[src/rtl/q_sweep_pkg.sv]
// Shared definitions for the Q sweep sequencer.
// Contents:
//   state_e      - sequencer FSM states
//   width_for()  - bits needed to count 0..max_count-1 (minimum 1)
//   max3()       - largest of three integers
package q_sweep_pkg;

    typedef enum logic [2:0] {
        ST_IDLE      = 3'd0,
        ST_APPLY     = 3'd1,
        ST_WAIT_CONV = 3'd2,
        ST_HOLD      = 3'd3,
        ST_RESET     = 3'd4,
        ST_DONE      = 3'd5
    } state_e;

    function automatic int width_for(input int max_count);
        int w;
        w = $clog2(max_count);
        return (w < 1) ? 1 : w;
    endfunction

    function automatic int max3(input int a, input int b, input int c);
        int m;
        m = (a > b) ? a : b;
        return (m > c) ? m : c;
    endfunction

endpackage

[src/rtl/q_sweep_sequencer_sp_table.sv]
// Setpoint table: MAX_STEPS x BUS_WIDTH register file.
// Contents are deliberately not reset; software loads them before a sweep.
// Ports:
//   clk      - system clock
//   wr_en    - synchronous write enable
//   wr_addr  - write address
//   wr_data  - value written
//   rd_addr  - combinational read address
//   rd_data  - table[rd_addr]
module sp_table #(
    parameter int BUS_WIDTH = 10,
    parameter int MAX_STEPS = 16
) (
    input  logic                         clk,
    input  logic                         wr_en,
    input  logic [$clog2(MAX_STEPS)-1:0] wr_addr,
    input  logic [BUS_WIDTH-1:0]         wr_data,
    input  logic [$clog2(MAX_STEPS)-1:0] rd_addr,
    output logic [BUS_WIDTH-1:0]         rd_data
);

    logic [BUS_WIDTH-1:0] mem_r [MAX_STEPS];

    // synchronous write port
    always_ff @(posedge clk) begin
        if (wr_en) begin
            mem_r[wr_addr] <= wr_data;
        end else begin
            mem_r[wr_addr] <= mem_r[wr_addr];
        end
    end

    assign rd_data = mem_r[rd_addr];

endmodule

[src/rtl/q_sweep_sequencer.sv]
// Q sweep sequencer: steps the Q-control loop through a programmable list
// of setpoints. Per step: apply setpoint, wait for convergence or timeout,
// hold, pulse the loop reset, then advance.
// Ports:
//   clk, rst          - clock, asynchronous active-high reset
//   cfg_we/addr/data  - setpoint table write port (ignored while busy)
//   num_steps, go     - sweep length (clamped to MAX_STEPS) and start pulse
//   abort             - ends a running sweep via a final loop-reset pulse
//   converged         - convergence flag from the Q-control loop
//   q_desired         - setpoint driven to the loop
//   loop_en           - loop enable/start
//   loop_rst          - loop reset pulse
//   step_idx          - active step
//   step_done         - one-cycle pulse: step converged
//   step_timeout      - one-cycle pulse: step timed out
//   timeout_cnt       - timed-out steps in this sweep (saturating)
//   busy, done        - sweep running / sweep finished
module q_sweep_sequencer
    import q_sweep_pkg::*;
#(
    parameter int BUS_WIDTH      = 10,
    parameter int MAX_STEPS      = 16,
    parameter int TIMEOUT_CYCLES = 50000,
    parameter int HOLD_CYCLES    = 75,
    parameter int RST_CYCLES     = 75
) (
    input  logic                         clk,
    input  logic                         rst,
    input  logic                         cfg_we,
    input  logic [$clog2(MAX_STEPS)-1:0] cfg_addr,
    input  logic [BUS_WIDTH-1:0]         cfg_data,
    input  logic [$clog2(MAX_STEPS):0]   num_steps,
    input  logic                         go,
    input  logic                         abort,
    input  logic                         converged,
    output logic [BUS_WIDTH-1:0]         q_desired,
    output logic                         loop_en,
    output logic                         loop_rst,
    output logic [$clog2(MAX_STEPS)-1:0] step_idx,
    output logic                         step_done,
    output logic                         step_timeout,
    output logic [$clog2(MAX_STEPS):0]   timeout_cnt,
    output logic                         busy,
    output logic                         done
);

    localparam int IDX_W = width_for(MAX_STEPS);
    localparam int NUM_W = IDX_W + 1;
    localparam int CNT_W = width_for(max3(TIMEOUT_CYCLES, HOLD_CYCLES, RST_CYCLES));

    localparam logic [NUM_W-1:0] NUM_MAX      = NUM_W'(MAX_STEPS);
    localparam logic [NUM_W-1:0] NUM_ONE      = {{(NUM_W-1){1'b0}}, 1'b1};
    localparam logic [NUM_W-1:0] NUM_ZERO     = {NUM_W{1'b0}};
    localparam logic [IDX_W-1:0] IDX_ONE      = {{(IDX_W-1){1'b0}}, 1'b1};
    localparam logic [IDX_W-1:0] IDX_ZERO     = {IDX_W{1'b0}};
    localparam logic [CNT_W-1:0] CNT_ONE      = {{(CNT_W-1){1'b0}}, 1'b1};
    localparam logic [CNT_W-1:0] CNT_ZERO     = {CNT_W{1'b0}};
    localparam logic [CNT_W-1:0] CNT_TO_LAST  = CNT_W'(TIMEOUT_CYCLES - 1);
    localparam logic [CNT_W-1:0] CNT_HLD_LAST = CNT_W'(HOLD_CYCLES - 1);
    localparam logic [CNT_W-1:0] CNT_RST_LAST = CNT_W'(RST_CYCLES - 1);

    state_e               state_r;
    logic [CNT_W-1:0]     cnt_r;
    logic [NUM_W-1:0]     n_r;
    logic                 aborted_r;
    logic [BUS_WIDTH-1:0] q_desired_r;
    logic                 loop_en_r;
    logic                 loop_rst_r;
    logic [IDX_W-1:0]     step_idx_r;
    logic                 step_done_r;
    logic                 step_timeout_r;
    logic [NUM_W-1:0]     timeout_cnt_r;
    logic                 busy_r;
    logic                 done_r;

    logic [NUM_W-1:0]     n_clamped_s;
    logic                 last_step_s;
    logic                 abortable_s;
    logic [BUS_WIDTH-1:0] rd_data_s;
    logic                 tbl_we_s;

    // table writes are locked out for the whole sweep so a step never
    // sees a setpoint changed underneath it
    assign tbl_we_s = cfg_we & ~busy_r;

    sp_table #(
        .BUS_WIDTH (BUS_WIDTH),
        .MAX_STEPS (MAX_STEPS)
    ) u_sp_table (
        .clk     (clk),
        .wr_en   (tbl_we_s),
        .wr_addr (cfg_addr),
        .wr_data (cfg_data),
        .rd_addr (step_idx_r),
        .rd_data (rd_data_s)
    );

    // step-count clamp and per-state decode helpers
    always_comb begin
        n_clamped_s = num_steps;
        last_step_s = 1'b0;
        abortable_s = 1'b0;
        if (num_steps > NUM_MAX) begin
            n_clamped_s = NUM_MAX;
        end else begin
            n_clamped_s = num_steps;
        end
        last_step_s = ({1'b0, step_idx_r} == (n_r - NUM_ONE));
        // RESET is excluded: an abort there only marks the sweep as ending
        abortable_s = (state_r == ST_APPLY) || (state_r == ST_WAIT_CONV) ||
                      (state_r == ST_HOLD);
    end

    // sweep FSM, shared step counter and all registered outputs
    always_ff @(posedge clk or posedge rst) begin
        if (rst) begin
            state_r        <= ST_IDLE;
            cnt_r          <= CNT_ZERO;
            n_r            <= NUM_ZERO;
            aborted_r      <= 1'b0;
            q_desired_r    <= {BUS_WIDTH{1'b0}};
            loop_en_r      <= 1'b0;
            loop_rst_r     <= 1'b0;
            step_idx_r     <= IDX_ZERO;
            step_done_r    <= 1'b0;
            step_timeout_r <= 1'b0;
            timeout_cnt_r  <= NUM_ZERO;
            busy_r         <= 1'b0;
            done_r         <= 1'b0;
        end else begin
            step_done_r    <= 1'b0;
            step_timeout_r <= 1'b0;
            if (abort && abortable_s) begin
                // abort outranks any converge/timeout decision this cycle
                state_r    <= ST_RESET;
                cnt_r      <= CNT_ZERO;
                aborted_r  <= 1'b1;
                loop_en_r  <= 1'b0;
                loop_rst_r <= 1'b1;
            end else begin
                case (state_r)
                    ST_IDLE, ST_DONE: begin
                        if (go) begin
                            n_r           <= n_clamped_s;
                            step_idx_r    <= IDX_ZERO;
                            timeout_cnt_r <= NUM_ZERO;
                            cnt_r         <= CNT_ZERO;
                            aborted_r     <= 1'b0;
                            if (n_clamped_s == NUM_ZERO) begin
                                state_r <= ST_DONE;
                                done_r  <= 1'b1;
                                busy_r  <= 1'b0;
                            end else begin
                                state_r <= ST_APPLY;
                                done_r  <= 1'b0;
                                busy_r  <= 1'b1;
                            end
                        end else begin
                            state_r <= state_r;
                        end
                    end
                    ST_APPLY: begin
                        q_desired_r <= rd_data_s;
                        loop_en_r   <= 1'b1;
                        cnt_r       <= CNT_ZERO;
                        state_r     <= ST_WAIT_CONV;
                    end
                    ST_WAIT_CONV: begin
                        if (converged) begin
                            step_done_r <= 1'b1;
                            cnt_r       <= CNT_ZERO;
                            state_r     <= ST_HOLD;
                        end else if (cnt_r == CNT_TO_LAST) begin
                            step_timeout_r <= 1'b1;
                            if (timeout_cnt_r != NUM_MAX) begin
                                timeout_cnt_r <= timeout_cnt_r + NUM_ONE;
                            end else begin
                                timeout_cnt_r <= timeout_cnt_r;
                            end
                            cnt_r   <= CNT_ZERO;
                            state_r <= ST_HOLD;
                        end else begin
                            cnt_r <= cnt_r + CNT_ONE;
                        end
                    end
                    ST_HOLD: begin
                        if (cnt_r == CNT_HLD_LAST) begin
                            cnt_r      <= CNT_ZERO;
                            loop_en_r  <= 1'b0;
                            loop_rst_r <= 1'b1;
                            state_r    <= ST_RESET;
                        end else begin
                            cnt_r <= cnt_r + CNT_ONE;
                        end
                    end
                    ST_RESET: begin
                        if (cnt_r == CNT_RST_LAST) begin
                            cnt_r      <= CNT_ZERO;
                            loop_rst_r <= 1'b0;
                            if (aborted_r || abort || last_step_s) begin
                                state_r   <= ST_DONE;
                                done_r    <= 1'b1;
                                busy_r    <= 1'b0;
                                aborted_r <= 1'b0;
                            end else begin
                                step_idx_r <= step_idx_r + IDX_ONE;
                                state_r    <= ST_APPLY;
                            end
                        end else begin
                            cnt_r     <= cnt_r + CNT_ONE;
                            aborted_r <= aborted_r | abort;
                        end
                    end
                    default: begin
                        state_r    <= ST_IDLE;
                        cnt_r      <= CNT_ZERO;
                        loop_en_r  <= 1'b0;
                        loop_rst_r <= 1'b0;
                        busy_r     <= 1'b0;
                        done_r     <= 1'b0;
                    end
                endcase
            end
        end
    end

    assign q_desired    = q_desired_r;
    assign loop_en      = loop_en_r;
    assign loop_rst     = loop_rst_r;
    assign step_idx     = step_idx_r;
    assign step_done    = step_done_r;
    assign step_timeout = step_timeout_r;
    assign timeout_cnt  = timeout_cnt_r;
    assign busy         = busy_r;
    assign done         = done_r;

endmodule

[config.mk]
export PLATFORM = sky130hd
export DESIGN_NAME = q_sweep_sequencer
export DESIGN_NICKNAME = d
export VERILOG_FILES = /design/src/rtl/q_sweep_pkg.sv /design/src/rtl/q_sweep_sequencer_sp_table.sv /design/src/rtl/q_sweep_sequencer.sv
export SDC_FILE = /design/constraint.sdc
export NUM_CORES = 1
export LEC_CHECK = 0
export CAP_MARGIN = 15
export CORE_MARGIN = 1.5
export CORE_UTILIZATION = 61
export CTS_BUF_LIST = sky130_fd_sc_hd__clkbuf_4 sky130_fd_sc_hd__clkbuf_8
export CTS_CLUSTER_SIZE = 14
export DETAILED_ROUTE_END_ITERATION = 10
export GPL_ROUTABILITY_DRIVEN = 0
export GPL_TIMING_DRIVEN = 0
export PLACE_DENSITY = 0.81
export SYNTH_ARGS = -nofsm -noshare
export SYNTH_HDL_FRONTEND = slang
export SYNTH_SLANG_ARGS = --single-unit
[constraint.sdc]
create_clock -name clk -period 4.21 [get_ports clk]
set_input_delay 0.6315 -clock clk [delete_from_list [all_inputs] [get_ports clk]]
set_output_delay 0.6315 -clock clk [all_outputs]
set_load 0.02 [all_outputs]
==> results of run 1 <==
cells in the final DEF, fill, tap and decap left out, drive strengths merged, types with 2 or more instances in the layout:
master	synthesis	routed
nor3b	3	3
dfrtp	50	50
buf	10	14
ha	6	6
nand3	11	11
edfxtp	160	160
nor2b	6	6
a31oi	4	4
o21bai	3	3
nand3b	7	7
a21o	5	5
inv	12	13
a21oi	7	7
xor2	5	5
o41ai	3	3
xnor2	4	4
clkdlybuf4s50	0	48
and2	3	3
o22ai	2	2
o21ai	34	34
clkinv	0	8
or3	2	2
mux4	50	50
nor4b	3	3
mux2	12	12
and3	5	5
nand2b	11	11
and4	3	3
nand4	2	2
nor3	11	11
or2	2	2
nand2	40	40
o31ai	11	11
nor2	29	29
clkbuf	15	64
nor4	2	2
through the flow:
stage	power (mW)	hold WS, ns	setup WS [ns]	utilization [%]
final	5.24	0.341	1.42	73.3
after global routing	5.47	0.366	1.33	73.3
after CTS	5.25	0.336	1.43	73.3
after detailed placement	3.57	0.474	1.28	68.5
after global placement	3.52	0.466	0.902	68.0
after floorplan	3.19	0.461	1.97	-
cells by family after synthesis:
logic type | synth area share, %
DFF | 68.4
adders and majority gates | 0.848
xor gates and xnor gates | 0.891
AOI/OAI and AO/OA | 5.39
buffers and inverters | 1.92
and+or+nand+nor | 8.26
muxes | 14.3
worst paths after layout:
path,startpoint,to
max,step_idx[1],q_desired[8]
max in group asynchronous,rst,timeout_cnt[0]
min reg2reg,loop_en,loop_en
min in group clk,loop_en,loop_en
min,rst,cnt_r[13]
max reg2reg,step_idx[1],q_desired[8]
power groups by stage:
stage          logic (mW)  registers, mW  clock network, mW
5_1_grt              1.17           2.50               1.80
4_1_cts              1.05           2.48               1.71
3_3_place_gp         1.01           2.51                  0
3_5_place_dp         1.05           2.52                  0
2_1_floorplan       0.603           2.58                  0
6_report             1.06           2.48               1.69
registers in the layout, indices dropped and copies added, names as in the netlist, 3 cells and up:
signal / flops
u_sp_table.mem_r: 160
step_idx: 4
n_r: 5
timeout_cnt: 5
cnt_r: 16
q_desired: 10
state_r: 3
layer usage:
layer,vias to the layer above,routed length [um]
met2,277,8990
met3,36,1500
met5,-,0
li1,2302,-
met4,0,426
met1,2660,7280
layout make-up:
| class | count | area [um^2] |
|---|---|---|
| sequential | 210 | 6060 |
| fill | 824 | 3760 |
| multi-input combinational | 295 | 2640 |
| clock buffer | 49 | 599 |
| timing repair buffer | 52 | 531 |
| tap | 180 | 225 |
| buffer | 25 | 125 |
| clock inverter | 10 | 62.6 |
| inverter | 12 | 45.0 |
==> results.md, run 1 <==
* Critical path endpoint category: flop
* Final WL at 18200 um
* Most numerous cell in the Yosys netlist: edfxtp_1
* Ys async rst share at 23.8%
* Slowest stage cell, crit path: clkbuf_1
* # nets final at 661
* DRT Pass-1 Iters at 5
* Total Neg Setup Slack at 0 ns
* Post-CTS Setup Bufs at 0
* Actual slew at the worst max-slew pin at 1.13 ns
* Starting density of the core at 63.0%
* Comb power frac at 20.2%
* Status: complete, no violations
* CTS root buf: clkbuf_8
* CTS tree: built
* Residual DRC at 0
* Routing usage on met3 at 5.40%
* Post-Syn Area at 8850 um^2
* Number of global-route vias before repair at 5187
* Worst-path clk slew at 0.06 ns
* Resized Gates After CTS at 0
* Synth top cells by count: 160 x edfxtp_1, 50 x dfrtp_1, 50 x mux4_2, 40 x nand2_1, 33 x o21ai_0
* Final period util at 66.2%
* Min Clock Period, post-route at 2.79 ns
* Core box area at 14000 um^2
* Layout Skew at 0.0265 ns
* Clock Tree Buf Depth at 3
* Crit path launch type: flop
* Initial detailed-routing violation count at 534
* Max Clk Rate at 0.359 GHz
* Hold_buf cts at 0
* Syn Nets at 573
* Distinct cell type count after synthesis at 50
* Register area share after synthesis at 68.4%
* Die Footprint at 15200 um^2
* Layout cells sized above 1 at 21.3%
* Avg Vias per Cell at 6.33
* Cell-by-cell trace of the critical path: clkbuf_1 > clkbuf_1 > mux4_2 > mux4_2 > mux2_2
* Buffers on Ports at 48
* Crit Path Category: reg2reg
* Switching pwr at 1.49 mW
* Hold Path Class: in2async
* Met2 Resource Use GR at 41.6%
* Number of buffers created by CTS at 34
* GRT overflow at 0
* Worst reg2reg setup slack at 1.42 ns
* Clk Latency, worst-skew pair at 0.54 ns
* Max incr delay on CP at 0.61 ns
* Row count at 43
* Global-route wire length before repair at 28400 um
* Clock sinks at 210
* Leak pwr at 3.52 nW
* Cell family with most CP delay: multiplexers
* Placed cell areas at 9620 um^2
* Detail Placement HPWL at 12300 um
* Non-Filler Instances at 833
* Max Cap Viol at 0
* Worst path depth at 5
* Clock Power Share at 32.4%
* Fin. Hold Viols at 0
* GRT busiest layer: met2
* Initial antenna violation count at 0
* VDD IR-drop max at 309 uV
* Post-synth top area share at 54.3%
* Ant diodes at 0
* Ys flop type: edfxtp_1
* Syn avg cell area at 16.3 um^2
* Die height at 123 um
* Switching part of the total at 28.4%
* Largest net degree at the start of global routing at 43
* Pint at 3.75 mW
* Final setup viols at 0
* Top Ports at 50
* Pwr Density at 509 nW/um^2
* Post-synth top area cell: edfxtp_1
* Routed Antenna Nets at 0
* H-tree levels at 2
* Seq pwr share at 47.4%
* Number of synthesized flops with an enable pin at 160
* Routed wire per std cell at 21.8 um
* Final Max Tran Viols at 0
* CP Data Required Time at 4.62 ns
* Crit path DAT at 3.20 ns
* DIE WIDTH at 123 um
* Met1 Track Usage GR at 35.5%
* Total track usage at 25.8%
* Slew margin rel. at 24.3%
* Layout area overhead at 16.2%
* Vias at 5275
* CP max FO at 10
* Cells after DPL at 774
* Buffers plus inverters on the worst setup path at 2
* Reg2Reg Depth at 5
* Post-route design area at 10300 um^2
* Mapped Cells at 542
* Synthesis-stage register bit count at 210
* Most area-consuming cells after synthesis: edfxtp_1 54%, dfrtp_1 14%, mux4_2 13%
* RSZ-0062 raised after global routing: no
* Yosys warns at 0
Power figures use the tool's default switching activity.
==> run 2: changes to the inputs <==
--- a/config.mk
+++ b/config.mk
@@ -7,13 +7,13 @@
 export LEC_CHECK = 0
 export CAP_MARGIN = 15
 export CORE_MARGIN = 1.5
-export CORE_UTILIZATION = 61
+export CORE_UTILIZATION = 56
 export CTS_BUF_LIST = sky130_fd_sc_hd__clkbuf_4 sky130_fd_sc_hd__clkbuf_8
 export CTS_CLUSTER_SIZE = 14
 export DETAILED_ROUTE_END_ITERATION = 10
 export GPL_ROUTABILITY_DRIVEN = 0
 export GPL_TIMING_DRIVEN = 0
-export PLACE_DENSITY = 0.81
+export PLACE_DENSITY = 0.78
 export SYNTH_ARGS = -nofsm -noshare
 export SYNTH_HDL_FRONTEND = slang
 export SYNTH_SLANG_ARGS = --single-unit
==> constraint.sdc (replaced) <==
create_clock -name clk -period 2.4 [get_ports clk]
set_input_delay 0.36 -clock clk [delete_from_list [all_inputs] [get_ports clk]]
set_output_delay 0.36 -clock clk [all_outputs]
set_load 0.02 [all_outputs]
==> run 2 against run 1 <==
Net effect: clock skew shrank 0.0060 ns; sequential power grew 76%; via count shrank 1.8%; highest routed layer unchanged.
==> results.md, run 2 (synthesized netlist as in run 1, its figures left out) <==
* # nets final at 660 (-0.15%)
* Max incr delay on CP at 0.49 ns (-0.12 ns)
* Reg area at 6060 um^2 (unchanged)
* Pwr Density at 892 nW/um^2 (+75%)
* Global-route wire length before repair at 28200 um (-0.63%)
* Die height at 129 um (+4.3%)
* Fin. Hold Viols at 0 (unchanged)
* Buffers on Ports at 48 (unchanged)
* Area occupied by multi-input gates at 2680 um^2 (+1.5%)
* Routed Antenna Nets at 0 (unchanged)
* Layout area overhead at 17.3%
* GRT overflow at 0 (unchanged)
* Top reg by flops: u_sp_table.mem_r
* Hold Path Class: in2async
* Total track usage at 23.3% (-2.5 points)
* Number of fill cells at 1005 (+22%)
* Final period util at 97.3% (+31 points)
* Clock Tree Buf Depth at 3 (unchanged)
* Crit Path Category: reg2reg
* Final setup viols at 0 (unchanged)
* H-tree levels at 2 (unchanged)
* Detail Placement HPWL at 12300 um (about the same)
* Clock sinks at 210 (unchanged)
* Slew margin rel. at 28.9% (+4.6 points)
* CTS root buf: clkbuf_8
* Final Max Tran Viols at 0 (unchanged)
* Critical path endpoint category: flop
* Most frequent cells in the layout: 160 x edfxtp_1, 50 x mux4_2, 50 x dfrtp_1, 48 x clkdlybuf4s50_1, 40 x nand2_1
* Crit path launch type: flop
* Buffers plus inverters on the worst setup path at 2 (unchanged)
* Min Clock Period, post-route at 2.34 ns (-0.451 ns)
* Worst path depth at 5 (unchanged)
* Vias at 5178 (-1.8%)
* Initial antenna violation count at 0 (unchanged)
* Reg2Reg Depth at 5 (unchanged)
* Final WL at 18300 um (+0.47%)
* Row count at 45 (+4.7%)
* Status: complete, no violations
* Post-route design area at 10400 um^2 (+0.91%)
* Avg Vias per Cell at 6.00 (-5.3%)
* Max FFs per register at 160 (unchanged)
* Max Cap Viol at 0 (unchanged)
* Top Ports at 50 (unchanged)
* Ant diodes at 0 (unchanged)
* Routed wire per std cell at 21.2 um (-3.0%)
* Core box area at 15300 um^2 (+9.1%)
* Clk Latency, worst-skew pair at 0.52 ns (-0.02 ns)
* Placed cell areas at 9660 um^2 (+0.33%)
* Initial detailed-routing violation count at 587 (+9.9%)
* CP Data Required Time at 2.79 ns (-1.83 ns)
* WHS at 0.0826 ns (-0.258 ns)
* Crit path DAT at 2.73 ns (-0.47 ns)
* Starting density of the core at 57.8% (-5.2 points)
* CTS tree: built
* Slowest stage cell, crit path: mux4_2
* Cell-by-cell trace of the critical path: clkbuf_2 > clkbuf_2 > mux4_2 > mux4_2 > mux2_2
* Actual slew at the worst max-slew pin at 1.06 ns (-0.0681 ns)
* CP max FO at 10 (unchanged)
* Leak pwr at 3.55 nW (+1.0%)
* Layout cells sized above 1 at 22.9% (+1.6 points)
* Layout Skew at 0.0205 ns (-0.00599 ns)
* Cell family with most CP delay: multiplexers
* Number of global-route vias before repair at 5266 (+1.5%)
* Number of buffers created by CTS at 34 (unchanged)
* DIE WIDTH at 129 um (+4.3%)
* DRT Pass-1 Iters at 5 (unchanged)
* Final design utilization at 67.8% (-5.5 points)
* Max Clk Rate at 0.428 GHz (+19%)
* Largest net degree at the start of global routing at 43 (unchanged)
* Most common cell after layout, fill and taps aside: edfxtp_1
* VDD IR-drop max at 487 uV (+58%)
* Worst-path clk slew at 0.06 ns (about the same)
* RSZ-0062 raised after global routing: yes
* Residual DRC at 0 (unchanged)
* Die Footprint at 16600 um^2 (+8.7%)
[run 2: changes by cell type in the layout (fill, tap and decap cells not counted), moves of 2 or more]
cell | previous run | this run
buf_6 | 4 | 6
clkbuf_8 | 37 | 35
clkbuf_2 | 0 | 5
buf_4 | 4 | 0
clkbuf_1 | 15 | 10
clkinv_2 | 1 | 5
clkbuf_4 | 12 | 10
[run 2: power by group]
part	total, mW	switching, mW	internal, mW
clock	3.00	1.37	1.64
combinational	1.90	1.11	0.790
sequential	4.36	0.177	4.18
total	9.26	2.65	6.61
[run 2: per-stage QoR]
| stage | TNS (ns) | total power [mW] | setup WS, ns | instances |
|---|---|---|---|---|
| floorplan | 0 | 5.59 | 0.160 | 542 |
| finish | 0 | 9.26 | 0.0637 | 863 |
| CTS | 0 | 9.28 | 0.0109 | 863 |
| detailed placement | -17.75 | 6.28 | -0.410 | 804 |
| global route | -0.181 | 9.66 | -0.0158 | 863 |
| global placement | -28.53 | 6.18 | -0.567 | 801 |
[run 2: per-layer routing]
layer	wire length, um	global-route usage [%]	share of wire (%)	up-vias
li1	-	-	-	2302
met5	0	0	0	-
met3	1340	5.28	7.3	41
met4	380	7.87	2.1	0
met2	9320	38.4	51	240
met1	7240	31.0	40	2595
[run 2: repair_timing]
item / in CTS / in global routing
hold buffers: 0 / 0
hold endpoints to repair: 0 / 0
setup endpoints to repair: 10 / 39
buffers inserted: 0 / 0
cloned: 0 / 0
pin swaps: 0 / 0
gates resized for setup: 6 / 10
[run 2: area by class of cell]
| class | count | area share [%] |
|---|---|---|
| plain buffers | 25 | 1.47 |
| clock buffers | 45 | 5.36 |
| clock inverters | 14 | 0.976 |
| well taps | 211 | 2.54 |
| repair buffers | 51 | 5.04 |
| multi-input cells | 295 | 25.8 |
| flip-flops and latches | 210 | 58.3 |
| inverters | 12 | 0.434 |
[run 2: worst register-to-register path: stages, from the launching register on]
cell	delay, ns
dfrtp_1	0.39
clkbuf_2	0.28
clkbuf_2	0.38
mux4_2	0.40
mux4_2	0.49
mux2_2	0.29
[run 2: worst paths after layout]
| check | to | from | slack [ns] |
|---|---|---|---|
| max in group asynchronous | q_desired[5] | rst | 1.83 |
| max reg2reg | q_desired[9] | step_idx[1] | 0.06 |
| max | q_desired[9] | step_idx[1] | 0.06 |
| min reg2reg | cnt_r[15] | cnt_r[15] | 0.50 |
| min | cnt_r[14] | rst | 0.08 |
| min in group clk | aborted_r | abort | 0.41 |
==> run 3: changes to the inputs <==
--- a/config.mk
+++ b/config.mk
@@ -9,6 +9,7 @@
 export CORE_MARGIN = 1.5
 export CORE_UTILIZATION = 56
 export CTS_BUF_LIST = sky130_fd_sc_hd__clkbuf_4 sky130_fd_sc_hd__clkbuf_8
+export CTS_CLUSTER_DIAMETER = 120
 export CTS_CLUSTER_SIZE = 14
 export DETAILED_ROUTE_END_ITERATION = 10
 export GPL_ROUTABILITY_DRIVEN = 0
==> run 3 against run 2 <==
Net effect: final cell count shrank 4.2%; largest power group unchanged; hold slack worse by 0.015 ns; non-clock buffer count stayed put; via count fell by 2.1%; global-route usage down 0.71 points; clock power fell by 38%.
==> results.md, run 3 (synthesized netlist as in run 1, its figures left out) <==
* Total Neg Setup Slack at 0 ns (unchanged)
* Min Clock Period, post-route at 2.34 ns (+0.00246 ns)
* DIE WIDTH at 129 um (unchanged)
* Slew margin rel. at 28.5% (-0.41 points)
* Worst-path clk slew at 0.10 ns (+0.04 ns)
* Cell family with most CP delay: multiplexers
* Top sig layer: met4
* Reg area at 6060 um^2 (unchanged)
* Layout Skew at 0.0225 ns (+0.00200 ns)
* # nets final at 644 (-2.4%)
* Final period util at 97.4% (+0.10 points)
* Initial detailed-routing violation count at 523 (-11%)
* Initial antenna violation count at 0 (unchanged)
* DRT Pass-1 Iters at 5 (unchanged)
* M1 WL at 6910 um (-4.6%)
* RR Endpoint: q_desired[9]
* Clock Tree Buf Depth at 3 (unchanged)
* Post-CTS Setup Bufs at 0 (unchanged)
* VDD IR-drop max at 437 uV (-10%)
* Detail Placement HPWL at 12300 um (unchanged)
* Clk Latency, worst-skew pair at 0.53 ns (about the same)
* Leak pwr at 3.36 nW (-5.5%)
* Status: complete, no violations
* Placed cell areas at 9660 um^2 (unchanged)
* Top Ports at 50 (unchanged)
* Crit. Startpoint: step_idx[0]
* Number of fill cells at 1042 (+3.7%)
* Top reg by flops: u_sp_table.mem_r
* Max incr delay on CP at 0.56 ns (+0.07 ns)
* Cell-by-cell trace of the critical path: buf_6 > buf_6 > mux4_2 > mux4_2 > mux2_2
* Layout area overhead at 13.2%
* CP max FO at 10 (unchanged)
* Slowest stage cell, crit path: mux4_2
* Max Clk Rate at 0.428 GHz (-0.11%)
* Worst reg2reg setup slack at 0.06 ns (about the same)
* Clock sinks at 210 (unchanged)
* H-tree levels at 1 (-1)
* Fin. Hold Viols at 0 (unchanged)
* Buffers plus inverters on the worst setup path at 2 (unchanged)
* Buffers on Ports at 48 (unchanged)
* Met2 wire len at 9180 um (-1.5%)
* Pwr Density at 810 nW/um^2 (-9.2%)
* Most frequent cells in the layout: 160 x edfxtp_1, 50 x mux4_2, 50 x dfrtp_1, 48 x clkdlybuf4s50_1, 40 x nand2_1
* Hold_buf cts at 0 (unchanged)
* Max FFs per register at 160 (unchanged)
* Global-route wire length before repair at 27700 um (-2.0%)
* GRT overflow at 0 (unchanged)
* Starting density of the core at 57.8% (unchanged)
* Largest net degree at the start of global routing at 43 (unchanged)
* RSZ-0062 raised after global routing: no
* Total track usage at 22.6% (-0.71 points)
* Reg2Reg Depth at 5 (unchanged)
* Die height at 129 um (unchanged)
* Post-route design area at 10000 um^2 (-3.5%)
* Worst path depth at 5 (unchanged)
* Row count at 45 (unchanged)
* CTS root buf: clkbuf_8
* Crit Path Category: reg2reg
* Final setup viols at 0 (unchanged)
* Max Cap Viol at 0 (unchanged)
* Core box area at 15300 um^2 (unchanged)
* Crit path launch type: flop
* Final WL at 17800 um (-2.5%)
* CTS tree: built
* R2r startpoint: step_idx[0]
* Number of global-route vias before repair at 5106 (-3.0%)
* Number of buffers created by CTS at 18 (-47%)
* Routed wire per std cell at 21.6 um (+1.8%)
* Most common cell after layout, fill and taps aside: edfxtp_1
* Met3 routed WL at 1390 um (+4.0%)
* Die Footprint at 16600 um^2 (unchanged)
* Residual DRC at 0 (unchanged)
* Area occupied by multi-input gates at 2690 um^2 (+0.33%)
* Routed Antenna Nets at 0 (unchanged)
* Hold Path Class: in2async
* Crit path DAT at 2.75 ns (+0.02 ns)
* Critical path endpoint category: flop
* Final Max Tran Viols at 0 (unchanged)
* Actual slew at the worst max-slew pin at 1.07 ns (+0.00607 ns)
* Avg Vias per Cell at 6.13 (+2.2%)
* Vias at 5069 (-2.1%)
* Crit path to: q_desired[9]
* Layout cells sized above 1 at 19.8% (-3.0 points)
* Ant diodes at 0 (unchanged)
* CP Data Required Time at 2.81 ns (+0.02 ns)
==> run 3: cell types whose count changed in the layout (fill, tap and decap cells not counted), sizes merged <==
cell / previous run / this run
clkbuf: 60 / 38
bufinv: 1 / 0
clkinv: 10 / 1
inv: 14 / 12
clkdlybuf4s15: 1 / 0
clkinvlp: 1 / 0
==> run 3: final cells by class <==
class                           count  share of cell area (%)
Buffer                             25                    1.46
Clock buffer                       22                    2.77
Clock inverter                      1                   0.162
Inverter                           12                   0.450
Multi-Input combinational cell    295                    26.9
Sequential cell                   210                    60.4
Tap cell                          211                    2.64
Timing Repair Buffer               51                    5.22
==> run 3: how the worst min path moves through the flow <==
stage / from / end / slack, ns
final: rst / cnt_r[14] / 0.07
after global routing: rst / cnt_r[14] / 0.09
after CTS: rst / cnt_r[14] / 0.06
after detailed placement: cnt_r[15] / cnt_r[15] / 0.50
after global placement: cnt_r[15] / cnt_r[15] / 0.48
after floorplan: cfg_data[0] / u_sp_table.mem_r[0][0] / 0.46
==> run 3: power by group <==
group	total [mW]	internal (mW)	switching [mW]	leakage [nW]
clock	1.86	0.759	1.10	0.155
combinational	1.91	0.794	1.11	1.11
sequential	4.35	4.17	0.176	2.10
total	8.12	5.73	2.39	3.36
==> run 3: worst register-to-register path, stage by stage (launching register included) <==
cell	delay [ns]
dfrtp_1	0.45
buf_6	0.21
buf_6	0.22
mux4_2	0.56
mux4_2	0.50
mux2_2	0.29
==> run 3: per-layer routing <==
layer	global-route usage [%]	up-vias
met3	4.03	34
met4	6.54	0
met1	30.6	2544
li1	-	2253
met2	38.1	238
met5	0	-
==> run 3: timing repair <==
action | CTS | global route
endpoints found under the setup margin | 11 | 32
resized for setup | 7 | 14
endpoints found under the hold margin | 0 | 0
==> run 3: stage by stage <==
| stage | worst slack, ns | util [%] | cells | hold WS [ns] | power, mW |
|---|---|---|---|---|---|
| floorplan | 0.160 | - | 542 | 0.459 | 5.59 |
| global placement | -0.567 | 62.6 | 801 | 0.484 | 6.18 |
| detailed placement | -0.410 | 63.0 | 804 | 0.496 | 6.28 |
| CTS | 0.0208 | 65.1 | 827 | 0.0642 | 8.09 |
| global route | 0.00130 | 65.4 | 827 | 0.0886 | 8.47 |
| finish | 0.0613 | 65.4 | 827 | 0.0678 | 8.12 |
